===== src/rtl/div_seq.sv =====
// Sequential non-restoring divider: one quotient bit per cycle, signed/unsigned,
// with cancel, done pulse and divide-by-zero flag. Option: DIV_ZERO_FASTPATH_EN.
module div_seq #(
  parameter int WIDTH = 32
) (
  input  logic             clock,
  input  logic             reset,
  input  logic             start,
  input  logic             sign,
  input  logic             cancel,
  input  logic [WIDTH-1:0] dividend,
  input  logic [WIDTH-1:0] divisor,
  output logic [WIDTH-1:0] q,
  output logic [WIDTH-1:0] r,
  output logic             dz,
  output logic             busy,
  output logic             done
);

  localparam int CW = $clog2(WIDTH + 1);

  typedef enum logic [1:0] {IDLE, ITER, FIX} state_t;

  state_t           state;
  logic [WIDTH:0]   pr;       // signed partial remainder
  logic [WIDTH-1:0] acc;      // dividend bits shift out, quotient bits shift in
  logic [WIDTH-1:0] dvs;
  logic [WIDTH-1:0] dvd_raw;
  logic [CW-1:0]    cnt;
  logic             q_neg, r_neg, zdiv;

  logic             a_neg, b_neg;
  logic [WIDTH-1:0] a_mag, b_mag;
  logic [WIDTH:0]   pr_sh, pr_nx;
  logic [WIDTH-1:0] r_mag, q_fix, r_fix;

  always_comb begin
    a_neg = sign & dividend[WIDTH-1];
    b_neg = sign & divisor[WIDTH-1];
    a_mag = a_neg ? -dividend : dividend;
    b_mag = b_neg ? -divisor  : divisor;
  end

  always_comb begin
    pr_sh = {pr[WIDTH-1:0], acc[WIDTH-1]};
    pr_nx = pr[WIDTH] ? pr_sh + {1'b0, dvs} : pr_sh - {1'b0, dvs};
  end

  // The final remainder lies in [-D, D), so the restore fits in WIDTH bits.
  always_comb begin
    r_mag = pr[WIDTH] ? pr[WIDTH-1:0] + dvs : pr[WIDTH-1:0];
    q_fix = q_neg ? -acc   : acc;
    r_fix = r_neg ? -r_mag : r_mag;
  end

  always_ff @(posedge clock or negedge reset) begin
    if (!reset) begin
      state   <= IDLE;
      pr      <= '0;
      acc     <= '0;
      dvs     <= '0;
      dvd_raw <= '0;
      cnt     <= '0;
      q_neg   <= 1'b0;
      r_neg   <= 1'b0;
      zdiv    <= 1'b0;
      q       <= '0;
      r       <= '0;
      dz      <= 1'b0;
      busy    <= 1'b0;
      done    <= 1'b0;
    end else begin
      done <= 1'b0;
      case (state)
        IDLE: begin
          if (start && !cancel) begin
            pr      <= '0;
            acc     <= a_mag;
            dvs     <= b_mag;
            dvd_raw <= dividend;
            cnt     <= '0;
            q_neg   <= a_neg ^ b_neg;
            r_neg   <= a_neg;
            zdiv    <= (divisor == '0);
            busy    <= 1'b1;
`ifdef DIV_ZERO_FASTPATH_EN
            state   <= (divisor == '0) ? FIX : ITER;
`else
            state   <= ITER;
`endif
          end
        end
        ITER: begin
          if (cancel) begin
            state <= IDLE;
            busy  <= 1'b0;
          end else begin
            pr  <= pr_nx;
            acc <= {acc[WIDTH-2:0], ~pr_nx[WIDTH]};
            cnt <= cnt + CW'(1);
            if (cnt == CW'(WIDTH - 1)) state <= FIX;
          end
        end
        FIX: begin
          state <= IDLE;
          busy  <= 1'b0;
          if (!cancel) begin
            q    <= zdiv ? '1 : q_fix;
            r    <= zdiv ? dvd_raw : r_fix;
            dz   <= zdiv;
            done <= 1'b1;
          end
        end
        default: begin
          state <= IDLE;
          busy  <= 1'b0;
        end
      endcase
    end
  end

endmodule


===== config.mk =====
export PLATFORM = sky130hd
export DESIGN_NAME = div_seq
export DESIGN_NICKNAME = d
export VERILOG_FILES = /design/src/rtl/div_seq.sv
export SDC_FILE = /design/constraint.sdc
export NUM_CORES = 1
export LEC_CHECK = 0
export CORE_UTILIZATION = 45
export CTS_CLUSTER_DIAMETER = 40
export DETAILED_ROUTE_END_ITERATION = 8
export PLACE_DENSITY = 0.62
export SLEW_MARGIN = 10
export SYNTH_ARGS = -nofsm -noshare
export SYNTH_HDL_FRONTEND = slang
export SYNTH_SLANG_ARGS = --single-unit

===== constraint.sdc =====
create_clock -name clock -period 6.1 [get_ports clock]
set_clock_uncertainty 0.1 [all_clocks]
set_input_delay 0.61 -clock clock [delete_from_list [all_inputs] [get_ports clock]]
set_output_delay 0.61 -clock clock [all_outputs]
set_load 0.05 [all_outputs]

Yosys cells after proc, flatten, opt, wreduce, memory -nomap -nowiden
Index checks and enable logic that the tools add are counted.
{"block": "op_classes", "magnitude_cmp": 0, "bitwise_logic": 5, "mux": 26, "addsub": 8, "shifts": 0, "eq_ne": 7, "multipliers": 0, "reduce_logical": 10, "div_mod_pow": 0}
{"operator": "$mux W32", "n": 9}
{"operator": "$neg A32 Y32", "n": 4}
{"operator": "$mux W33", "n": 3}
{"operator": "$pmux W33 S2", "n": 1}
{"operator": "$pmux W32 S2", "n": 1}
{"operator": "$add A33 B32 Y33", "n": 1}
{"operator": "$sub A33 B32 Y33", "n": 1}
{"operator": "$add A32 B32 Y32", "n": 1}
{"operator": "$logic_not A32 Y1", "n": 1}
{"operator": "$mux W6", "n": 2}
{"operator": "$pmux W6 S2", "n": 1}
{"operator": "$reduce_and A2 Y1", "n": 4}
{"operator": "$add A6 B1 Y6 const B", "n": 1}
{"operator": "$eq A6 B5 Y1 const B", "n": 1}
{"operator": "$mux W2", "n": 3}
{"operator": "$ne A2 B2 Y1 const B", "n": 3}
{"operator": "$mux W1", "n": 4}
{"operator": "$pmux W2 S2", "n": 1}
{"operator": "$ne A3 B3 Y1 const B", "n": 1}
{"operator": "$reduce_and A3 Y1", "n": 1}
{"operator": "$and A1 B1 Y1", "n": 2}
{"operator": "$eq A2 B1 Y1 const B", "n": 1}
{"operator": "$eq A2 B2 Y1 const B", "n": 1}
{"operator": "$logic_not A2 Y1", "n": 1}
{"operator": "6 further kinds", "n": 7}
{"block": "totals", "mem_bits_ro": 0, "ramBits": 0, "in_bits": 69, "latchBits": 0, "wordCells": 70, "memories": 0, "ff_bits": 207, "out_inout_bits": 67}

Longest topological paths before layout
{"block": "logic_depth", "depth_word": 5, "ltp_mapped": 21, "mapped_depth_nobuf": 20}

Worst setup path after synthesis
Ideal clock, no wire load.
{"block": "synth_path", "path_type": "register to register", "startpoint": "reg pr[32]", "endpoint": "reg pr[31]", "path_stages_with_launch": 21, "setup_slack_ps": 914, "arrival_time_ps": 4951, "path_buffers": 7, "period_less_slack_ps": 5186, "required_ps": 5866, "setup_ps": 134, "cell_sequence": "dfrtp_1 > buf_1 > clkbuf_8 > clkbuf_8 > buf_6 > clkbuf_1 > buf_1 > buf_1 > mux2_2 > ha_1 > a21o_1 > a21o_1 > a2111oi_0 > nor2_1 > a21oi_1 > o211ai_1 > nand3_1 > o21ai_0 > a211oi_1 > xor2_1 > o21ai_0"}
{"block": "synth_via", "elab_chain_cells": 3}
{"element": "start: declaration", "line": "25", "rtl": "logic [WIDTH:0] pr;"}
{"element": "start signal: assignment", "line": "98", "rtl": "pr <= pr_nx;"}
{"element": "$mux W33", "line": "46", "rtl": "pr_nx = pr[WIDTH] ? pr_sh + {1'b0, dvs} : pr_sh - {1'b0, dvs};"}
{"element": "$mux W33", "line": "94", "rtl": "if (cancel) begin"}
{"element": "$pmux W33 S2", "line": "74", "rtl": "case (state)"}
Every way passes these cells. The select of a mux whose other input is x is not followed.
A chain may end at the register's enable or synchronous reset.

Worst setup path in the final report
{"block": "layout_path", "startpoint": "reg dvs[0]", "endpoint": "reg r[28]"}
{"block": "layout_via", "elab_chain_cells": 5}
{"element": "start: declaration", "line": "27", "rtl": "logic [WIDTH-1:0] dvs;"}
{"element": "start signal: assignment", "line": "79", "rtl": "dvs <= b_mag;"}
{"element": "$add A32 B32 Y32 *", "line": "51", "rtl": "r_mag = pr[WIDTH] ? pr[WIDTH-1:0] + dvs : pr[WIDTH-1:0];"}
{"element": "$mux W32 *", "line": "51"}
{"element": "$neg A32 Y32", "line": "53", "rtl": "r_fix = r_neg ? -r_mag : r_mag;"}
{"element": "$mux W32 *", "line": "53"}
{"element": "$mux W32 *", "line": "109", "rtl": "r <= zdiv ? dvd_raw : r_fix;"}
{"element": "end signal: assignment", "line": "109"}
{"element": "end: declaration", "line": "14", "rtl": "output logic [WIDTH-1:0] r,"}
Mark *: on every way between the ends. The rest lies on a longest branch, timed or not.

==> parameters.txt <==
Parameter                              Value

Placement
  GP Congestion ... 0.8789
  Half-perimeter wire length of the detailed placement result ... approximately 35000 um
  Buffers added on ports ... 135
  Post-Place Worst Slack ... 1.489 ns
  Post-placement cell count ... roughly 2400

Global routing
  Leftover overflow at the end of global routing ... 0
  Maximum number of pins on one net before global-route repair ... ~150
  All-Layer GR Usage ... 26.84%
  First-pass GRT wire length ... 75180 um
  Number of global-route vias before repair ... 13709
  Initial antenna violation count ... 1

Setup path
  Arrival time reported for the critical path endpoint ... 5.00 ns
  Critical-path cell list ... ha_1 -> fa_1 -> a211oi_1 -> nor3_1 -> o21ai_0 -> a2111oi_0 -> mux2i_1 -> o311ai_0 -> or3_1 -> or3_4 -> o31ai_2 -> xor2_1 -> a221o_1
  Critical Path Slowest Stage Cell ... sky130_fd_sc_hd__or3_1
  Startpoint types ... flip-flop
  Required @ worst endpoint ... 6.42 ns
  Worst path max stage delay ... 0.48 ns
  Kind of critical path ... flip-flop to flip-flop
  Category of the worst setup path capture point ... flip-flop
  Worst-path maximum fanout ... 5

Clock tree
  Clock buffers created by TritonCTS ... 41
  H-tree depth reported by CTS ... 2
  CTS-repair resized insts ... 0
  Deepest clock path buffer count ... 3
  Insertion delay to the later sink of the worst-skew pair ... 0.54 ns
  Number of clock sinks seen by CTS ... 207
  Reg clk slew, reported paths ... 0.05 ns
  Clock Root Buffer ... sky130_fd_sc_hd__clkbuf_16
  CTS tree ... built

Power and ir drop
  Leakage dissipation ... 0.007971 uW
  Cell area power density ... between 400 and 500 nW/um2
  Maximum vdd ir drop ... 176.1 uV
  Total power ... roughly 8400 uW

Cells and area
  Final instance count without filler cells ... 2480
  Count of nets after finishing ... 2138
  Fillers ... 3134
  Area growth, synth to finish ... 20.88%
  Layout cells sized above 1 ... 6.598%

Die
  Effective utilization at floorplan ... 45.71%
  Floorplan die area ... 34720 um2
  Total core area ... roughly 33000 um2
  Boundary pin count ... between 100 and 150
  Die H ... 186.3 um
  Number of cell rows ... 67
  Die width ... about 190 um

Synthesis
  Post-synthesis net count ... 2033
  Most common library cells after synthesis ... sky130_fd_sc_hd__nand2_1, sky130_fd_sc_hd__dfrtp_1, sky130_fd_sc_hd__o21ai_0
  Largest cells by area after synthesis ... sky130_fd_sc_hd__dfrtp_1, sky130_fd_sc_hd__nand2_1, sky130_fd_sc_hd__xor2_1
  Async SR Flop Fraction ... 100.0%
  Most instantiated library cell after synthesis ... sky130_fd_sc_hd__nand2_1
  Unique masters post-synth ... just under 90
  Synth Cell Area ... 15290 um2
  Flip-flop cell with the highest count after synthesis ... sky130_fd_sc_hd__dfrtp_1
  Number of enable flip-flop cells after synthesis ... 0
  Flip-flop and latch count after synthesis ... 207
  Average size of a mapped cell ... 8.077 um2
  Proportion of synthesized chip area in sequential cells ... 33.88%
  Syn Inst Count ... around 1900
  Synthesis warning total ... 0
  Cell type with the highest aggregate area in the netlist ... sky130_fd_sc_hd__dfrtp_1
  Proportion of netlist area held by the largest area contributor ... 33.88%

Timing
  Number of failing setup endpoints in the final timing report ... 0
  Max transition margin ... between 30% and 40%
  Total negative setup slack ... 0 ns
  Slew at the pin with the worst max-slew slack ... 1.012 ns
  Minimum setup slack in the final design ... roughly 1.4 ns
  Max Clock Freq ... 0.2136 GHz
  WHS ... 0.3661 ns
  Setup repair after global routing missed its margin ... false
  Final critical delay including setup and external delays ... around 4.7 ns
  Pins Over Slew Limit ... 0
  Final-report hold violation count ... 0
  Share of the clock period used by the worst path after layout ... 76.76%

Drt
  DR vias/cell ... 5.796
  Post-route antenna net violation count ... 0
  Via Count ... 14373
  1st-pass router iterations ... 6
  Number of DRC violations after detailed routing ... 0
  DR iter-0 viols ... 1091
  Final routed wirelength across all metal layers ... 46570 um
  Post-DR wirelength/cell ... 18.78 um

Status
  Outcome ... finished clean

Min path
  Class of the tightest hold or removal check ... flip-flop to flip-flop

Job
  Max capacitance violation total ... 0
## stage by stage
| step | utilization (%) | cell area (um2) |
|---|---|---|
| 2_1_floorplan | - | 15290 |
| 4_1_cts | 55.25 | 18480 |
| 6_report | 55.26 | 18480 |
| 3_5_place_dp | 50.62 | 16930 |
| 5_1_grt | 55.26 | 18480 |
| 3_3_place_gp | 50.62 | 16930 |
## report_power, final
| part | internal [uW] | switching (uW) | total (uW) |
|---|---|---|---|
| Combinational | 1600 | 2340 | 3940 |
| Clock | 1700 | 814 | 2520 |
| Sequential | 1590 | 351 | 1940 |
## worst max-delay path, delay by kind of cell, from the launching register on
family	cells	cell delay [ns]
adder cells (fa/ha/maj)	2	0.72
AO/OA/AOI/OAI	6	2.04
flip-flops	1	0.43
AND/OR/NAND/NOR	3	1.01
XOR/XNOR	1	0.10
multiplexers	1	0.17
## state kept, by name (all words and copies together) (netlist names)
| name | cells |
|---|---|
| busy | 1 |
| cnt | 6 |
| pr | 33 |
| dvd_raw | 32 |
| dz | 1 |
| zdiv | 1 |
| r | 32 |
| done | 1 |
| r_neg | 1 |
| state | 2 |
| dvs | 32 |
| q | 32 |
| acc | 32 |
| q_neg | 1 |
## layout make-up
cell class | instances | area, um2 | area share (%)
sequential | 207 | 5181 | 28.03
inverter | 37 | 138.9 | 0.7514
antenna | 1 | 2.502 | 0.01354
multi-input combinational | 1558 | 9557 | 51.71
clock buffer | 46 | 1065 | 5.761
clock inverter | 30 | 473.0 | 2.559
timing repair buffer | 153 | 1505 | 8.144
tap | 448 | 560.5 | 3.033
## cells by family (layout without fill, tap and decap cells)
family,after synthesis,after routing,share of synthesized area [%]
xor gates and xnor gates,186,186,10.75
DFF,207,207,33.88
muxes,22,22,1.481
AOI/OAI and AO/OA,558,558,22.55
adders and majority gates,71,71,5.908
and+or+nand+nor,721,721,21.65
buffers and inverters,128,266,3.781
other,0,1,0
## timing repair
item | 4_1_cts | 5_1_grt
setup endpoints to repair | 0 | 0
buffers inserted | 0 | 0
hold endpoints to repair | 29 | 0
hold buffers | 1 | 0
## metal layers
metal  GRT usage [%]  routed length (um)  vias up
met5               0                   0        -
met3           3.856                2633       66
met4           7.978                1043        0
met1           38.10               21950     6835
li1                -                   -     6994
met2           42.29               20940      478
## cell usage in the layout (no fill, tap or decap), drive strengths merged, types with 11 or more instances in the layout
cell type | synthesis | routed
nor2 | 180 | 180
o21ai | 192 | 192
o41ai | 12 | 12
mux2i | 20 | 20
a21oi | 165 | 165
buf | 19 | 17
clkbuf | 72 | 47
or3 | 27 | 27
nand3 | 36 | 36
ha | 69 | 69
and2 | 11 | 11
nor4 | 20 | 20
o21a | 12 | 12
nor2b | 19 | 19
inv | 37 | 44
nand4 | 17 | 17
nand2b | 19 | 19
nor3 | 43 | 43
dfrtp | 207 | 207
or4 | 14 | 14
o211ai | 14 | 14
and3 | 12 | 12
xor2 | 116 | 116
clkdlybuf4s50 | 0 | 134
o31ai | 35 | 35
xnor2 | 69 | 69
a21o | 30 | 30
a211oi | 16 | 16
nand2 | 297 | 297
a31oi | 27 | 27
## worst paths after layout
check	start	endpoint	depth (start not counted)	slack [ns]
max	dvs[0]	r[28]	13	1.42
min	dvd_raw[31]	dvd_raw[31]	2	0.37
max reg2reg	dvs[0]	r[28]	13	1.42
min reg2reg	dvd_raw[31]	dvd_raw[31]	2	0.37
max in group asynchronous	reset	pr[32]	3	4.13
min in group asynchronous	reset	r[9]	2	0.50
(Power assumes the default switching activity.)
